### config.mk
export PLATFORM = sky130hd
export DESIGN_NAME = inst_fetch_port
export DESIGN_NICKNAME = d
export VERILOG_FILES = /design/src/rtl/inst_fetch_port.sv
export SDC_FILE = /design/constraint.sdc
export NUM_CORES = 1
export LEC_CHECK = 0
export ABC_AREA = 0
export CAP_MARGIN = 10
export CORE_MARGIN = 10
export CORE_UTILIZATION = 52
export CTS_BUF_LIST = sky130_fd_sc_hd__clkbuf_4 sky130_fd_sc_hd__clkbuf_8
export DETAILED_ROUTE_END_ITERATION = 6
export MAX_ROUTING_LAYER = met4
export PLACE_DENSITY = 0.92
export SKIP_LAST_GASP = 1
export SLEW_MARGIN = 15
export SYNTH_ARGS = -nofsm -noshare
export SYNTH_HDL_FRONTEND = slang
export SYNTH_SLANG_ARGS = --single-unit
### constraint.sdc
create_clock -name clk -period 4.6 [get_ports clk]
set_input_delay 1.15 -clock clk [delete_from_list [all_inputs] [get_ports clk]]
set_output_delay 1.15 -clock clk [all_outputs]
set_load 0.01 [all_outputs]
### src/rtl/inst_fetch_port.sv
// Instruction-fetch responder: kseg0/kseg1 translation, single-outstanding req/ack fetch, one-entry hold buffer.
// Latency: miss in N returns at N+1+k for k memory waits; stalls hold the buffered word and raise stallreq_o while a fetch is pending.
module inst_fetch_port (
    input  logic        clk,
    input  logic        rst,
    input  logic        ce_i,
    input  logic [31:0] pc_i,
    input  logic        stall_i,
    input  logic        flush_i,
    output logic [31:0] inst_o,
    output logic        inst_valid_o,
    output logic        exc_adel_o,
    output logic        stallreq_o,
    output logic        mem_req_o,
    output logic [31:0] mem_addr_o,
    input  logic        mem_ack_i,
    input  logic [31:0] mem_rdata_i
);

    typedef enum logic [1:0] {IDLE, WAIT, DRAIN} state_t;

    state_t      state;
    state_t      state_nxt;
    logic        buf_valid;
    logic [31:0] buf_addr;
    logic [31:0] buf_data;
    logic [31:0] req_pc;
    logic [31:0] phys;
    logic        aligned;
    logic        hit;
    logic        bypass;
    logic        issue;
    logic        fill;
    logic        retire;

    assign phys    = (pc_i[31:30] == 2'b10) ? {3'b000, pc_i[28:0]} : pc_i;
    assign aligned = (pc_i[1:0] == 2'b00);
    assign hit     = ce_i && buf_valid && (buf_addr == pc_i);
    assign bypass  = (state == WAIT) && mem_ack_i && (req_pc == pc_i) && ce_i;

    always_ff @(posedge clk) begin
        if (!rst) begin
            state <= IDLE;
        end else begin
            state <= state_nxt;
        end
    end

    always_comb begin
        state_nxt    = state;
        issue        = 1'b0;
        fill         = 1'b0;
        retire       = 1'b0;
        inst_o       = 32'h0;
        inst_valid_o = 1'b0;
        exc_adel_o   = 1'b0;
        stallreq_o   = 1'b0;

        case (state)
            IDLE: begin
                if (ce_i && aligned && !hit && !flush_i) begin
                    issue     = 1'b1;
                    state_nxt = WAIT;
                end
            end
            WAIT: begin
                // a flush that coincides with the ack simply drops the data
                if (mem_ack_i) begin
                    retire    = 1'b1;
                    fill      = !flush_i;
                    state_nxt = IDLE;
                end else if (flush_i) begin
                    state_nxt = DRAIN;
                end
            end
            DRAIN: begin
                if (mem_ack_i) begin
                    retire    = 1'b1;
                    state_nxt = IDLE;
                end
            end
            default: state_nxt = IDLE;
        endcase

        if (rst && ce_i) begin
            if (!aligned) begin
                exc_adel_o   = 1'b1;
                inst_valid_o = 1'b1;
            end else if (hit) begin
                inst_o       = buf_data;
                inst_valid_o = 1'b1;
            end else if (bypass) begin
                inst_o       = mem_rdata_i;
                inst_valid_o = 1'b1;
            end else begin
                stallreq_o   = 1'b1;
            end
        end
    end

    always_ff @(posedge clk) begin
        if (!rst) begin
            mem_req_o  <= 1'b0;
            mem_addr_o <= 32'h0;
            req_pc     <= 32'h0;
            buf_valid  <= 1'b0;
            buf_addr   <= 32'h0;
            buf_data   <= 32'h0;
        end else begin
            // the request stays up until acked, even across a flush
            if (issue) begin
                req_pc     <= pc_i;
                mem_req_o  <= 1'b1;
                mem_addr_o <= phys;
            end else if (retire) begin
                mem_req_o  <= 1'b0;
            end

            if (flush_i) begin
                buf_valid <= 1'b0;
            end else if (fill) begin
                buf_valid <= bypass ? stall_i : 1'b1;
                buf_addr  <= req_pc;
                buf_data  <= mem_rdata_i;
            end else if ((hit || bypass) && !stall_i) begin
                buf_valid <= 1'b0;
            end
        end
    end

endmodule

==> impl_metrics.py <==
metrics = {
    "status": {
        "run_status": "complete, but fails checks",
        "failing_checks": "negative setup slack",
    },
    "place": {
        "postPlaceCellArea_sq_mm": 0.006909,
        "dpl.hpwl_mm": 10.97,
        "port_buffers": 137,
        "routabilityCongestion": 0.9062,
    },
    "clocking": {
        "source_to_sink_clock_delay_at_the_later_pin_of_the_worst_skew_pair_ps": 370,
        "cts_max_level": 3,
        "cts_tree": "yes",
        "clk_slew_on_worst_s_h_paths_ps": 90,
        "clockBufferDepth": 2,
        "cts-hold-fix-buffers": 0,
        "cts-buffers-inserted": 9,
        "clock_sinks": 103,
        "clockRootBuffer": "sky130_fd_sc_hd__clkbuf_8",
    },
    "worst_setup_path": {
        "cp_data_required_time_ps": 3450,
        "cp.buffers_inverters": 4,
        "arr_time_crit_path_ps": 3520,
        "worst_setup_path_end_kind": "primary output",
        "worst-path-stages": 10,
        "critPathMaxFanout": 35,
        "count_of_cells_along_the_worst_register_to_register_path": 7,
        "worstSetupPathType": "input port to primary output",
        "worst_setup_path_start_kind": "input port",
        "crit_path_top_delay_cell": "sky130_fd_sc_hd__clkdlybuf4s50_1",
        "critical-path-top-cell-by-count": "sky130_fd_sc_hd__clkdlybuf4s50_1",
        "max_stage_delay_ps": 500,
        "crit_family": "buffers and inverters",
        "path_cells": "clkdlybuf4s50_1 > buf_4 > xor2_1 > nor2_1 > nand2_1 > or3_1 > buf_12 > nand3_1 > a21oi_1 > clkdlybuf4s50_1",
    },
    "yosys": {
        "synth.net_count": 779,
        "post_synth_instance_area_sq_mm": 0.005495,
        "synth_largest_type_area_fraction_pct": 37.52,
        "yosys_register_bits": 103,
        "yosysTopAreaCell": "sky130_fd_sc_hd__dfxtp_1",
        "ys_warn_count": 0,
        "cell_with_the_most_instances_after_synthesis": "sky130_fd_sc_hd__nand2_1",
        "synth-main-ff-cell": "sky130_fd_sc_hd__dfxtp_1",
        "async_reset_ff_share_pct": 0,
        "share_of_the_yosys_chip_area_belonging_to_registers_pct": 37.52,
        "avgSynthCellArea_sq_um": 7.784,
        "ys_top_cells_by_count": "sky130_fd_sc_hd__nand2_1 (226), sky130_fd_sc_hd__dfxtp_1 (103), sky130_fd_sc_hd__a21boi_0 (65), sky130_fd_sc_hd__xor2_1 (60), sky130_fd_sc_hd__nand3_1 (39)",
        "synthesis.instances": 706,
        "synth_enable_flop_cells": 0,
        "post_synth_main_area_contributors": "sky130_fd_sc_hd__dfxtp_1 (38%), sky130_fd_sc_hd__nand2_1 (15%), sky130_fd_sc_hd__xor2_1 (9.6%)",
        "synth_cell_types": 33,
    },
    "route": {
        "drt-initial-drc-count": 551,
        "wirelength_mm": 16.78,
        "remaining_drc_errors": 0,
        "routed-via-count": 5317,
        "avg_vias_per_cell": 5.504,
        "routedWlPerCell_um": 17.37,
        "ant_nets": 0,
        "first_pass_iters": 5,
    },
    "sta": {
        "drv_slew": 0,
        "clock-skew-final_ps": 6.735,
        "postLayoutSetupSlackWorst_ps": -71.60,
        "post-route-period-util_pct": 101.6,
        "grt_setup_unrepaired": "yes",
        "fmaxAchievable_ghz": 0.2141,
        "timing.final.setup_violations": 1,
        "finalHoldViolCount": 0,
        "post-route-min-period_ps": 4672,
        "worst_slew_pin_slew_ps": 930.5,
        "slew_headroom_pct": 37.97,
    },
    "job": {
        "drv_cap": 0,
    },
    "global_routing": {
        "grt_first_pass_wirelength_mm": 25.79,
        "gr-total-overflow": 0,
        "antenna_found_initial": 0,
        "grt_max_degree": 107,
        "grt_pass1_vias": 5073,
        "gr-usage-all-layers_pct": 21.82,
    },
    "floorplan": {
        "start_util_pct": 53.23,
        "core_area_sq_mm": 0.01032,
        "chipHeight_um": 122.8,
        "io-pin-count": 138,
        "rows": 37,
        "die_area_sq_mm": 0.01508,
        "die_width_um": 122.8,
    },
    "finish": {
        "post-route-cell-area_sq_mm": 0.007310,
        "design.final.nets": 898,
        "antenna_cells": 0,
        "final.fill_count": 786,
        "syn2layout_area_growth_pct": 33.01,
        "multi_input_comb_area_sq_mm": 0.003113,
        "register_area_sq_mm": 0.002062,
        "layout-drive-gt1-share_pct": 13.37,
    },
    "hold_path": {
        "worstHoldPathCells": 2,
        "worstHoldPathType": "flip-flop to flip-flop",
    },
    "pwr": {
        "pwrdens_mw_per_mm2": 237.6,
        "cellLeakagePower_nw": 2.930,
        "vdd_drop_max_mv": 0.1521,
        "total_power_mw": 1.737,
    },
}
registers in the layout, indices dropped and copies added (netlist names):
signal / count
buf_addr: 32
buf_data: 32
mem_req_o: 1
req_pc: 3
buf_valid: 1
mem_addr_o: 32
state: 2
per-stage QoR:
step / cells / hold slack [ps] / worst slack (ps) / setup TNS, ps / util (%)
after CTS: 963 / 454.5 / -227.9 / -826.5 / 69.32
after floorplan: 706 / 443.7 / 793.6 / 0 / -
after global routing: 966 / 476.7 / -162.0 / -180.4 / 70.80
after global placement: 936 / 437.4 / -392.9 / -11060 / 66.93
after detailed placement: 936 / 441.1 / -379.9 / -10820 / 66.93
final: 966 / 456.5 / -71.60 / -71.60 / 70.80
final timing paths:
check | slack [ps] | end | from
min | 460 | mem_addr_o[30] | mem_addr_o[30]
max | -70 | inst_o[6] | pc_i[18]
min reg2reg | 460 | mem_addr_o[30] | mem_addr_o[30]
max reg2reg | 2190 | mem_addr_o[15] | buf_addr[7]
area by class of cell:
type | instances | area share (%)
inverters | 4 | 0.2054
repair buffers | 183 | 23.69
flip-flops and latches | 103 | 28.21
clock inverters | 2 | 0.5135
well taps | 136 | 2.328
multi-input cells | 524 | 42.59
clock buffers | 14 | 2.465
cell usage in the layout, fill, tap and decap left out, types with 2 or more instances in the layout:
master                            instances
sky130_fd_sc_hd__mux2i_1                 31
sky130_fd_sc_hd__buf_4                   40
sky130_fd_sc_hd__nor4_1                  11
sky130_fd_sc_hd__nand2_1                226
sky130_fd_sc_hd__clkdlybuf4s50_1         74
sky130_fd_sc_hd__a21oi_2                  3
sky130_fd_sc_hd__xor2_2                   4
sky130_fd_sc_hd__inv_1                    4
sky130_fd_sc_hd__and3b_1                  2
sky130_fd_sc_hd__nand3_1                 38
sky130_fd_sc_hd__clkbuf_8                12
sky130_fd_sc_hd__nor4_2                   9
sky130_fd_sc_hd__buf_2                   17
sky130_fd_sc_hd__o211ai_1                 3
sky130_fd_sc_hd__buf_12                   4
sky130_fd_sc_hd__ha_1                     3
sky130_fd_sc_hd__xor2_1                  56
sky130_fd_sc_hd__clkbuf_4                 2
sky130_fd_sc_hd__clkbuf_2                 8
sky130_fd_sc_hd__o21ai_1                  2
sky130_fd_sc_hd__a21boi_0                65
sky130_fd_sc_hd__dlygate4sd2_1           13
sky130_fd_sc_hd__nor3_4                   2
sky130_fd_sc_hd__dlymetal6s2s_1          24
sky130_fd_sc_hd__nand4_1                  6
sky130_fd_sc_hd__or3_1                    2
sky130_fd_sc_hd__nor2_1                  10
sky130_fd_sc_hd__o21ai_0                  2
sky130_fd_sc_hd__xnor2_1                  4
sky130_fd_sc_hd__nor3_1                   2
sky130_fd_sc_hd__a21oi_1                 33
sky130_fd_sc_hd__dfxtp_1                103
logic make-up (layout without fill, tap and decap cells):
group | after synthesis | in the layout | synth area share [%]
and+or+nand+nor | 315 | 315 | 24.59
AOI/OAI and AO/OA | 111 | 111 | 13.41
DFF | 103 | 103 | 37.52
buffers and inverters | 79 | 203 | 7.946
xor gates and xnor gates | 64 | 64 | 10.20
muxes | 31 | 31 | 5.647
adders and majority gates | 3 | 3 | 0.6831
per-layer routing:
layer | wire length (um) | GRT usage (%) | vias to the layer above
met5 | 0 | - | -
met4 | 341 | 7.879 | 0
met3 | 1244 | 4.316 | 31
met2 | 8010 | 35.04 | 226
met1 | 7179 | 26.63 | 2511
li1 | - | - | 2549
power by group:
part	leakage (nW)	switching, mW	total (mW)	internal, mW
combinational	1.99	0.104	0.212	0.108
sequential	0.831	0.00869	0.909	0.900
clock	0.110	0.307	0.616	0.309
total	2.93	0.420	1.74	1.32
worst min-delay path: cells and delay by family, from the launching register on:
family / cells / cell delay, ps
simple gates: 1 / 50
compound gates: 1 / 50
flops: 1 / 320
repair_timing:
item | 4_1_cts | 5_1_grt
gates cloned | 2 | 0
endpoints found under the hold margin | 0 | 0
endpoints found under the setup margin | 34 | 34
gates resized for setup | 85 | 62
buffers inserted | 9 | 3
pin swaps | 6 | 16
Power figures use the tool's default switching activity.
